File: src/rtl/clk_div_pkg.sv
`default_nettype none
// clk_div_pkg -- shared defaults and the channel-index width helper for clk_div_multi.
// rev 1.0

package clk_div_pkg;

  localparam int CNT_W_DEF   = 8;
  localparam int DIV_RST_DEF = 0;

  // A single-channel build still needs a one-bit select port.
  function automatic int ch_idx_w(input int nch);
    return (nch > 1) ? $clog2(nch) : 1;
  endfunction

endpackage

`default_nettype wire

File: src/rtl/clk_div_chan.sv
`default_nettype none
// clk_div_chan -- one divider channel: counter, active/shadow divisor, registered clock and tick.
// rev 1.0

module clk_div_chan
  import clk_div_pkg::*;
#(
  parameter int CNT_W   = CNT_W_DEF,
  parameter int DIV_RST = DIV_RST_DEF
) (
  input  logic             clk,
  input  logic             rst_n,
  input  logic             en,
  input  logic             sync,
  input  logic             wr,
  input  logic [CNT_W-1:0] wr_div,
  output logic             clk_out,
  output logic             tick,
  output logic             pend
);

  localparam logic [CNT_W-1:0] C_DIV_RST = CNT_W'(DIV_RST);

  logic [CNT_W-1:0] cnt;
  logic [CNT_W-1:0] div_a;
  logic [CNT_W-1:0] div_s;
  logic             terminal;

  assign terminal = (cnt == div_a);

  always_ff @(posedge clk) begin
    if (!rst_n) begin
      cnt     <= '0;
      clk_out <= 1'b0;
      tick    <= 1'b0;
      pend    <= 1'b0;
      div_a   <= C_DIV_RST;
      div_s   <= C_DIV_RST;
    end else if (sync) begin
      cnt     <= '0;
      clk_out <= 1'b0;
      tick    <= 1'b0;
      pend    <= 1'b0;
      if (pend) begin
        div_a <= div_s;
      end
    end else begin
      if (en) begin
        if (terminal) begin
          cnt     <= '0;
          clk_out <= ~clk_out;
          tick    <= 1'b1;
          // Retune only on the falling terminal so each period starts fresh at the new rate.
          if (pend && clk_out) begin
            div_a <= div_s;
            pend  <= 1'b0;
          end
        end else begin
          cnt  <= cnt + CNT_W'(1);
          tick <= 1'b0;
        end
      end else begin
        tick <= 1'b0;
        if (pend) begin
          div_a <= div_s;
          pend  <= 1'b0;
        end
      end
      // A write is only accepted while pend is clear, so it never collides with an apply above.
      if (wr) begin
        div_s <= wr_div;
        pend  <= 1'b1;
      end
    end
  end

endmodule

`default_nettype wire

File: src/rtl/clk_div_multi.sv
`default_nettype none
// clk_div_multi -- NCH independent glitch-free retunable clock dividers with a shared config port.
// rev 1.0

module clk_div_multi
  import clk_div_pkg::*;
#(
  parameter int NCH     = 4,
  parameter int CNT_W   = CNT_W_DEF,
  parameter int DIV_RST = DIV_RST_DEF
) (
  input  logic                     clk_i,
  input  logic                     rst_ni,
  input  logic [NCH-1:0]           en_i,
  input  logic                     sync_i,
  input  logic                     cfg_valid_i,
  output logic                     cfg_ready_o,
  input  logic [ch_idx_w(NCH)-1:0] cfg_ch_i,
  input  logic [CNT_W-1:0]         cfg_div_i,
  output logic [NCH-1:0]           clk_o,
  output logic [NCH-1:0]           tick_o,
  output logic [NCH-1:0]           pend_o
);

  localparam int CH_W = ch_idx_w(NCH);

  logic           ch_free;
  logic [NCH-1:0] wr_sel;

  // Out-of-range channel numbers never match, leaving ch_free low.
  always_comb begin
    ch_free = 1'b0;
    for (int i = 0; i < NCH; i++) begin
      if (cfg_ch_i == CH_W'(i)) begin
        ch_free = ~pend_o[i];
      end
    end
  end

  assign cfg_ready_o = ch_free & ~sync_i;

  always_comb begin
    wr_sel = '0;
    for (int i = 0; i < NCH; i++) begin
      wr_sel[i] = cfg_valid_i & cfg_ready_o & (cfg_ch_i == CH_W'(i));
    end
  end

  for (genvar g = 0; g < NCH; g++) begin : g_chan
    clk_div_chan #(
      .CNT_W   (CNT_W),
      .DIV_RST (DIV_RST)
    ) u_chan (
      .clk     (clk_i),
      .rst_n   (rst_ni),
      .en      (en_i[g]),
      .sync    (sync_i),
      .wr      (wr_sel[g]),
      .wr_div  (cfg_div_i),
      .clk_out (clk_o[g]),
      .tick    (tick_o[g]),
      .pend    (pend_o[g])
    );
  end

endmodule

`default_nettype wire

File: config.mk
export PLATFORM = sky130hd
export DESIGN_NAME = clk_div_multi
export DESIGN_NICKNAME = d
export VERILOG_FILES = /design/src/rtl/clk_div_pkg.sv /design/src/rtl/clk_div_chan.sv /design/src/rtl/clk_div_multi.sv
export SDC_FILE = /design/constraint.sdc
export NUM_CORES = 1
export LEC_CHECK = 0
export ABC_AREA = 1
export CAP_MARGIN = 0
export CORE_MARGIN = 2
export CORE_UTILIZATION = 25
export CTS_CLUSTER_DIAMETER = 120
export DETAILED_ROUTE_END_ITERATION = 10
export GPL_TIMING_DRIVEN = 1
export HOLD_SLACK_MARGIN = 0.06
export SLEW_MARGIN = 0
export SYNTH_ARGS = -nofsm -noshare
export SYNTH_HDL_FRONTEND = slang
export SYNTH_HIERARCHICAL = 1
export SYNTH_SLANG_ARGS = --single-unit
File: constraint.sdc
create_clock -name clk_i -period 1.5 [get_ports clk_i]
set_input_delay 0.225 -clock clk_i [delete_from_list [all_inputs] [get_ports clk_i]]
set_output_delay 0.225 -clock clk_i [all_outputs]
set_load 0.03 [all_outputs]
==> results by group, run 1 <==
Outcome
  – Status: finished with violations
  – Failing checks: setup timing

CTS
  – Clk buf depth: 2
  – Clock Tree Root: clkbuf_16
  – Clock-pin slew of the registers on the worst-case setup and hold paths: 70 ps
  – CTS Hold Buffers Added: 0
  – Worst skew pair latency: 350 ps
  – TritonCTS Buffers: 9
  – H-tree Lvls: 3
  – Clk sinks: 108
  – CTS tree: done

STA
  – Pins Over Slew Limit: 0
  – Count of final hold-check violations: 0
  – Tcrit/Tclk final: 102%
  – Clock skew: 6.16 ps
  – Slew Limit Headroom: 78.3%
  – Worst hold slack: 496 ps
  – Endpoints failing setup: 19
  – RSZ-0062 raised after global routing: true
  – Final worst setup slack: -31.4 ps
  – Worst Tran Pin Value: 324 ps
  – Period minus WS final: 1530 ps
  – Fmax: 653 MHz

Pwr
  – Sw Pwr: 1410 µW
  – Pwr/cell area: 806 nW/µm²
  – Comb power frac: 10.1%
  – Sequential Power Share: 50.9%
  – Pint: 4370 µW
  – VDD IR max: 487 µV
  – Net Sw Frac: 24.4%
  – Leak: 0.00314 µW
  – Clk pwr share: 39.0%

Setup path
  – CP Class: reg2reg
  – Critical-path maximum fanout: 8
  – Critical path's largest stage delay: 360 ps
  – Critical-path top delay cell: dfxtp_4
  – Required @ worst endpoint: 1790 ps
  – CP delay by family, top: simple AND/OR/NAND/NOR gates
  – Crit path buffers/inverters: 3
  – Crit start category: register
  – Arrival @ worst endpoint: 1820 ps
  – Cell mode on critical path: nor2_4
  – Crit path cell chain: nand3_2 > nand2_2 > buf_6 > nor2_4 > nand3_4 > nor2_4 > inv_2 > nor2_4 > buf_6 > o21ai_1 > nor2_1
  – Critical Path Sink Type: register
  – R2R Setup Slk: -30 ps

Global routing
  – Largest net degree at the start of global routing: 21
  – Number of global-route vias before repair: 4733
  – Total track usage: 12.2%
  – Grt total ovfl: 0
  – First-pass GRT wire length: 22.6 mm
  – Initial antenna violation count: 0

Yosys
  – Cell taking the most area after synthesis: dfxtp_1
  – Avg Cell Area, Syn: 6.85 µm²
  – Synth top area share: 39.6%
  – Largest family of logic cells by synthesized area: simple AND/OR/NAND/NOR gates
  – Post-Synth Simple-Gate Area: 33.8%
  – Synth top cells by count: nand2_1, nor2_1, dfxtp_1, inv_1, nand3_1
  – YS warnings: 6
  – Main flop type after synthesis: dfxtp_1
  – Synth area leaders: dfxtp_1, nand2_1, nand3_1
  – Netlist Area Pre-Place: 5460 µm²
  – Mapped Cells: 797
  – Seq/Total Area, Yosys: 39.6%
  – Unique masters post-synth: 26
  – Fraction of registers with async set/reset: 0%
  – Yosys reg bits: 108
  – Mapped Nets: 819
  – Compound-Gate Fraction of Synth Area: 12.0%
  – Post-synthesis adder-cell area fraction: 0.917%
  – Post-synthesis xor/xnor area fraction: 4.49%
  – Top-count cell post-synth: nand2_1
  – Mux cell area share after synthesis: 0%
  – Number of flops mapped to enable cells by yosys: 0

Die
  – FP Rows: 54
  – Die X: 152 µm
  – Starting density of the core: 25.2%
  – I/O pin count: 31
  – Die Area: 23000 µm²
  – Chip height: 152 µm
  – Core footprint: 21600 µm²

Layout
  – Share of cells above drive strength 1: 20.5%
  – Area Overhead vs Synth: 31.4%
  – Layout Nets: 939
  – Antenna Diode Count: 0
  – # fillers: 2323
  – Fin area: 7170 µm²

Placed design
  – Post-DP HPWL: 9.95 mm
  – Area after DPL: 6680 µm²
  – Final GP Congestion: 0.798
  – Buffers on Ports: 30

Hold path
  – Hold Path Class: reg2reg

Drt
  – Drt first pass iters: 5
  – Post-route ant nets: 0
  – Vias: 5130
  – DRC errors left: 0
  – DR WL/cell: 11.3 µm
  – DR iter-0 viols: 318
  – Final WL: 13.6 mm
  – Vias per cell: 4.28

Flow run
  – Max Cap Viol: 0
## worst register-to-register path, stage by stage (launching register included)
cell and delay [ps]:
dfxtp_4 360, nand3_2 60, nand2_2 70, buf_6 120, nor2_4 110, nand3_4 130, nor2_4 130, inv_2 50
nor2_4 120, buf_6 150, o21ai_1 70, nor2_1 100
## placed cells by master, fill, tap and decap left out, types with 3 or more instances in the layout
| cell | instances |
|---|---|
| nand2_1 | 167 |
| dfxtp_1 | 103 |
| inv_1 | 101 |
| nor2_1 | 97 |
| nand3_1 | 92 |
| buf_4 | 81 |
| a21oi_1 | 38 |
| o21ai_2 | 25 |
| o21ai_0 | 22 |
| o21ai_1 | 21 |
| nor2_4 | 16 |
| xnor2_1 | 16 |
| clkdlybuf4s50_1 | 14 |
| dlygate4sd2_1 | 13 |
| xor2_1 | 12 |
| nand2_2 | 11 |
| inv_2 | 10 |
| nand4_1 | 9 |
| clkbuf_16 | 9 |
| nand3_2 | 6 |
| nor2_2 | 5 |
| buf_6 | 5 |
| clkinv_1 | 4 |
| a31oi_1 | 4 |
| nor3_1 | 4 |
| nand3b_1 | 4 |
| o211ai_1 | 4 |
| or2_4 | 4 |
| ha_1 | 4 |
| clkbuf_8 | 3 |
| dfxtp_4 | 3 |
## flip-flops by register name, indices dropped and copies added (netlist names)
signal                 flops
g_chan.u_chan/clk_out      4
g_chan.u_chan/cnt         32
g_chan.u_chan/div_a       32
g_chan.u_chan/div_s       32
g_chan.u_chan/pend         4
g_chan.u_chan/tick         4
## power groups by stage
stage,Combinational (µW),Sequential (µW),Clock (µW)
floorplan,273,3030,0
CTS,552,2940,2330
detailed placement,555,3010,0
finish,585,2940,2260
global placement,552,3010,0
global route,642,2950,2470
## stage by stage
step                      utilization, %  setup slack, ps  power (µW)  setup TNS [ps]  std cells
after floorplan                        -             12.6        3300               0        797
after global placement              30.9             -339        3560          -22580       1179
after detailed placement            30.9             -390        3570          -25540       1179
after CTS                           32.3            0.260        5830               0       1196
after global routing                33.2             -118        6050           -2510       1200
final                               33.2            -31.4        5780            -252       1200
## routing by layer
metal / up-vias / track usage (%) / part of all wire (%)
met3: 9 / 3.11 / 2.9
met2: 43 / 20.1 / 46
met4: 0 / 2.73 / 1.2
met5: - / 0 / 0
li1: 2783 / - / -
met1: 2295 / 16.2 / 50
## cell families after synthesis
group,count (synthesis)
fa+ha+maj,4
xor+xnor,28
simple gates,417
buf+inv,124
compound gates,116
flops,108
## cell type report
cell class	count	area, µm²	area share (%)
Inverter	116	438	6.11
Sequential cell	108	2180	30.3
Clock buffer	12	267	3.72
Tap cell	280	350	4.88
Multi-Input combinational cell	565	2950	41.2
Clock inverter	2	10.0	0.140
Timing Repair Buffer	117	978	13.6
## timing repair
item / in CTS / in global routing
buffers inserted: 5 / 4
gates resized for setup: 28 / 67
pin swaps: 5 / 29
endpoints found under the setup margin: 40 / 73
hold endpoints to repair: 0 / 0
## final timing paths
path	start	endpoint	cells after the start
setup / recovery	g_chan[1].u_chan/pend	g_chan[2].u_chan/div_s[6]	11
hold / removal	g_chan[3].u_chan/clk_out	g_chan[3].u_chan/clk_out	2
setup reg to reg	g_chan[1].u_chan/pend	g_chan[2].u_chan/div_s[6]	11
hold reg to reg	g_chan[3].u_chan/clk_out	g_chan[3].u_chan/clk_out	2
(Power assumes the default switching activity.)
==> inputs of run 2 (changes only) <==
PLACE_DENSITY = 0.51   (was not set)
==> results by group, run 2 (synthesis results as in run 1) <==
Setup path
  – Critical path's largest stage delay: 320 ps (-40 ps)
  – Worst flop-to-flop path endpoint: g_chan[1].u_chan/div_s[4]
  – Required @ worst endpoint: 1270 ps (-520 ps)
  – Critical Path Sink Type: output port
  – Worst R2R Start: g_chan[0].u_chan/pend
  – Critical-path top delay cell: dfxtp_2
  – Crit path cell chain: inv_2 > nor2_4 > buf_4 > nor3_4 > buf_6
  – Crit start category: register
  – CP Class: reg2out
  – Critical-path maximum fanout: 2 (-6)
  – R2R depth: 11 (unchanged)
  – R2R Setup Slk: 20 ps (+50 ps)
  – Arrival @ worst endpoint: 1260 ps (-560 ps)

Drt
  – DR WL/cell: 11.6 µm (+2.7%)
  – Final WL: 14.1 mm (+3.7%)
  – DR iter-0 viols: 296 (-6.9%)
  – Post-route ant nets: 0 (unchanged)
  – Vias per cell: 4.28 (about the same)
  – Vias: 5182 (+1.0%)
  – Drt first pass iters: 4 (-1)
  – DRC errors left: 0 (unchanged)

STA
  – Pins Over Slew Limit: 0 (unchanged)
  – Clock skew: 4.98 ps (-1.19 ps)
  – RSZ-0062 raised after global routing: true
  – Count of final hold-check violations: 0 (unchanged)
  – Setup_tns: 0 ps (+252 ps)
  – Fmax: 673 MHz (+3.1%)
  – Tcrit/Tclk final: 99.0% (-3.1 points)
  – Final worst setup slack: 14.9 ps (+46.2 ps)
  – Worst Tran Pin Value: 354 ps (+30.5 ps)
  – Period minus WS final: 1490 ps (-46.2 ps)
  – Slew Limit Headroom: 76.3% (-2.0 points)
  – Endpoints failing setup: 0 (-19)
  – Worst hold slack: 501 ps (+5.07 ps)

Pwr
  – Clk pwr share: 40.2% (+1.2 points)
  – Pwr/cell area: 818 nW/µm² (+1.4%)
  – Pint: 4440 µW (+1.6%)
  – Comb power frac: 10.2% (about the same)
  – Leak: 0.00319 µW (+1.5%)
  – Total power: 5940 µW (+2.7%)
  – VDD IR max: 713 µV (+47%)
  – Net Sw Frac: 25.2% (+0.81 points)
  – Sw Pwr: 1500 µW (+6.1%)
  – Sequential Power Share: 49.6% (-1.3 points)

Hold path
  – Hold depth: 2 (unchanged)
  – HP Start: g_chan[0].u_chan/div_a[3]
  – Hold Path Class: reg2reg
  – Hold Path End: g_chan[0].u_chan/div_a[3]

Die
  – Chip height: 152 µm (unchanged)
  – FP Rows: 54 (unchanged)
  – I/O pin count: 31 (unchanged)
  – Starting density of the core: 25.2% (unchanged)
  – Core footprint: 21600 µm² (unchanged)
  – Die X: 152 µm (unchanged)
  – Die Area: 23000 µm² (unchanged)

Layout
  – Layout Nets: 949 (+1.1%)
  – Share of cells above drive strength 1: 21.8% (+1.2 points)
  – Area Overhead vs Synth: 33.1%
  – Largest registers: g_chan.u_chan/cnt x32, g_chan.u_chan/div_a x32, g_chan.u_chan/div_s x32
  – Commonest cells after routing, fill and taps aside: nand2_1, dfxtp_1, inv_1
  – Most common cell after layout, fill and taps aside: nand2_1
  – Final core occ: 33.6% (+0.42 points)
  – Antenna Diode Count: 0 (unchanged)

Placed design
  – Place WS: -480 ps (-90.5 ps)
  – Buffers on Ports: 30 (unchanged)
  – Final GP Congestion: 0.798 (about the same)
  – Post-DP HPWL: 10.3 mm (+3.8%)

Global routing
  – Largest net degree at the start of global routing: 21 (unchanged)
  – First-pass GRT wire length: 23.4 mm (+3.9%)
  – Grt total ovfl: 0 (unchanged)
  – Number of global-route vias before repair: 4831 (+2.1%)
  – Total track usage: 12.8% (+0.60 points)
  – Initial antenna violation count: 0 (unchanged)

CTS
  – Clock-pin slew of the registers on the worst-case setup and hold paths: 70 ps (about the same)
  – TritonCTS Buffers: 9 (unchanged)
  – Clock Tree Root: clkbuf_16
  – Worst skew pair latency: 350 ps (about the same)
  – Clk buf depth: 2 (unchanged)
  – CTS tree: done
  – H-tree Lvls: 3 (unchanged)
  – Clk sinks: 108 (unchanged)

Outcome
  – Status: finished, final reports clean

Flow run
  – Max Cap Viol: 0 (unchanged)
==> run 2: changes by cell type in the layout (fill, tap and decap cells not counted), sizes merged <==
cell	change
dlygate4sd2	-2
bufinv	+1
clkinv	-1
clkinvlp	+2
clkbuf	+1
buf	+11
==> run 2: critical path: cells and delay by family, from the launching register on <==
kind                   cells  cell delay [ps]
buffers and inverters      3              360
flip-flops                 1              320
AND/OR/NAND/NOR            2              230
==> run 2: per-stage QoR <==
| stage | cells | cell area, µm² |
|---|---|---|
| floorplan | 797 | 5470 |
| global placement | 1192 | 6760 |
| detailed placement | 1192 | 6760 |
| CTS | 1210 | 7080 |
| global route | 1212 | 7260 |
| finish | 1212 | 7260 |
==> run 2: worst max-delay path by stage <==
stage	start	end	slack, ps	cells past startpoint
floorplan	g_chan[0].u_chan/pend	g_chan[0].u_chan/div_s[0]	10	10
global placement	sync_i	g_chan[0].u_chan/div_a[6]	-480	7
detailed placement	sync_i	g_chan[1].u_chan/div_a[5]	-480	7
CTS	g_chan[1].u_chan/pend	cfg_ready_o	-30	5
global route	g_chan[1].u_chan/pend	g_chan[2].u_chan/div_s[4]	-110	11
finish	g_chan[3].u_chan/pend	cfg_ready_o	10	5
==> run 2: power by group through the flow <==
stage	sequential, µW	clock [µW]	combinational [µW]
floorplan	3030	0	273
global placement	3010	0	578
detailed placement	3010	0	577
CTS	2940	2500	575
global route	2950	2600	670
finish	2940	2390	608
==> run 2: area by class of cell <==
class                      count  area [µm²]
fill                        2353       14400
multi-input combinational    565        2970
sequential                   108        2170
timing repair buffer         127        1040
inverter                     116         438
tap                          280         350
clock buffer                  12         236
clock inverter                 4        50.0
==> run 2: what timing repair did <==
| item | CTS | global route |
|---|---|---|
| endpoints found under the setup margin | 52 | 72 |
| setup buffers | 2 | 2 |
| pin swaps | 4 | 16 |
| hold buffers | 0 | 0 |
| gates resized for setup | 26 | 72 |
==> run 2: per-layer routing <==
metal	track usage [%]	vias to the layer above	part of all wire (%)
met5	0	-	0
li1	-	2808	-
met1	17.4	2290	50
met4	3.06	0	1.1
met2	20.7	74	45
met3	2.96	10	3.8
==> inputs of run 3 (changes only) <==
CTS_CLUSTER_DIAMETER = not set   (was 120)
PLACE_DENSITY = not set   (was 0.51)
PLACE_DENSITY_LB_ADDON = 0.3   (was not set)
==> results by group, run 3 (synthesis results as in run 1) <==
Outcome
  – Status: finished, final reports clean

Pwr
  – Net Sw Frac: 25.6% (+0.42 points)
  – Comb power frac: 10.5% (+0.3 points)
  – VDD IR max: 588 µV (-17%)
  – Pint: 4310 µW (-3.1%)
  – Pwr/cell area: 814 nW/µm² (-0.49%)
  – Leak: 0.00318 µW (-0.41%)
  – Sw Pwr: 1480 µW (-0.87%)
  – Clk pwr share: 38.7% (-1.5 points)
  – Sequential Power Share: 50.8% (+1.2 points)

Layout
  – Antenna Diode Count: 0 (unchanged)
  – Largest registers: g_chan.u_chan/cnt x32, g_chan.u_chan/div_a x32, g_chan.u_chan/div_s x32
  – Final core occ: 32.9% (-0.68 points)
  – Final Non-Filler Cells: 1202 (-0.83%)
  – Fin area: 7120 µm² (-2.0%)
  – Commonest cells after routing, fill and taps aside: nand2_1, inv_1, dfxtp_1
  – Most common cell after layout, fill and taps aside: nand2_1
  – Share of cells above drive strength 1: 20.0% (-1.8 points)
  – Layout Nets: 940 (-0.95%)
  – Area Overhead vs Synth: 30.4%

CTS
  – Clock Tree Root: clkbuf_16
  – TritonCTS Buffers: 9 (unchanged)
  – Worst skew pair latency: 350 ps (about the same)
  – Clk sinks: 108 (unchanged)
  – H-tree Lvls: 3 (unchanged)
  – CTS tree: done
  – Clock-pin slew of the registers on the worst-case setup and hold paths: 70 ps (about the same)
  – Clk buf depth: 2 (unchanged)

STA
  – Worst Tran Pin Value: 372 ps (+17.8 ps)
  – Count of final hold-check violations: 0 (unchanged)
  – Endpoints failing setup: 0 (unchanged)
  – Clock skew: 5.89 ps (+0.918 ps)
  – RSZ-0062 raised after global routing: true
  – Tcrit/Tclk final: 95.5% (-3.6 points)
  – Fmax: 698 MHz (+3.7%)
  – Period minus WS final: 1430 ps (-53.4 ps)
  – Setup_tns: 0 ps (unchanged)
  – Worst hold slack: 495 ps (-6.39 ps)
  – Slew Limit Headroom: 75.1% (-1.2 points)
  – Pins Over Slew Limit: 0 (unchanged)

Placed design
  – Placed Cells: 1184 (-0.67%)
  – Buffers on Ports: 30 (unchanged)
  – Post-DP HPWL: 10.3 mm (-0.47%)
  – Area after DPL: 6700 µm² (-0.89%)
  – Final GP Congestion: 0.760 (-4.7%)

Global routing
  – First-pass GRT wire length: 23.3 mm (-0.47%)
  – Total track usage: 12.8% (-0.026 points)
  – Initial antenna violation count: 0 (unchanged)
  – Number of global-route vias before repair: 4855 (+0.50%)
  – Grt total ovfl: 0 (unchanged)
  – Largest net degree at the start of global routing: 21 (unchanged)

Setup path
  – Critical Path Sink Type: output port
  – Required @ worst endpoint: 1270 ps (about the same)
  – Crit start category: register
  – Arrival @ worst endpoint: 1210 ps (-50 ps)
  – Critical-path maximum fanout: 6 (+4)
  – CP Class: reg2out

Drt
  – Final WL: 14.1 mm (+0.15%)
  – DR WL/cell: 11.7 µm (+0.98%)
  – Vias per cell: 4.28 (about the same)
  – Vias: 5142 (-0.77%)
  – DR iter-0 viols: 315 (+6.4%)
  – Post-route ant nets: 0 (unchanged)
  – Drt first pass iters: 5 (+1)
  – DRC errors left: 0 (unchanged)

Die
  – Die X: 152 µm (unchanged)
  – Chip height: 152 µm (unchanged)
  – Core footprint: 21600 µm² (unchanged)
  – Starting density of the core: 25.2% (unchanged)
  – I/O pin count: 31 (unchanged)
  – FP Rows: 54 (unchanged)
  – Die Area: 23000 µm² (unchanged)

Hold path
  – Hold Path Class: reg2reg

Flow run
  – Max Cap Viol: 0 (unchanged)
run 3: changes by cell type in the layout (fill, tap and decap cells not counted), sizes merged:
cell / change
buf: -9
clkinv: +2
bufinv: -1
clkbuf: -1
clkinvlp: -1
run 3: worst max-delay path, cell delays in order (launching register included):
cell	delay, ps
dfxtp_2	340
buf_4	140
clkdlybuf4s15_1	380
run 3: routing by layer:
metal	wire length, µm	track usage [%]
met5	0	0
met4	286	4.68
met3	362	2.40
met2	6180	20.8
met1	7260	17.0
run 3: timing repair:
action,CTS,global route
buffers inserted,0,5
gates resized for setup,25,42
pin swaps,4,14
hold buffers,0,0
setup endpoints to repair,70,82
run 3: power by group through the flow:
stage	Clock [µW]	Sequential, µW	Combinational (µW)
after floorplan	0	3030	273
after global placement	0	3010	574
after detailed placement	0	3010	574
after CTS	2340	2940	568
after global routing	2440	2950	664
final	2240	2940	607
run 3: worst paths after layout:
kind                                                   to  slack, ps  depth (start not counted)                      from
worst max-delay path                            pend_o[3]         70                          2     g_chan[3].u_chan/pend
worst min-delay path             g_chan[2].u_chan/clk_out        490                          1  g_chan[2].u_chan/clk_out
worst max register to register  g_chan[0].u_chan/div_s[6]         90                         10     g_chan[1].u_chan/pend
worst min register to register   g_chan[2].u_chan/clk_out        490                          1  g_chan[2].u_chan/clk_out
run 3: metrics by stage:
step	total power, µW	setup slack [ps]
finish	5790	68.2
global route	6050	-41.3
CTS	5850	3.94
detailed placement	3580	-479
global placement	3580	-474
floorplan	3300	12.6
run 3: layout make-up:
type,count,area (µm²)
Clock buffer,11,243
Clock inverter,4,26.3
Fill cell,2383,14500
Inverter,116,435
Multi-Input combinational cell,565,2930
Sequential cell,108,2170
Tap cell,280,350
Timing Repair Buffer,118,957
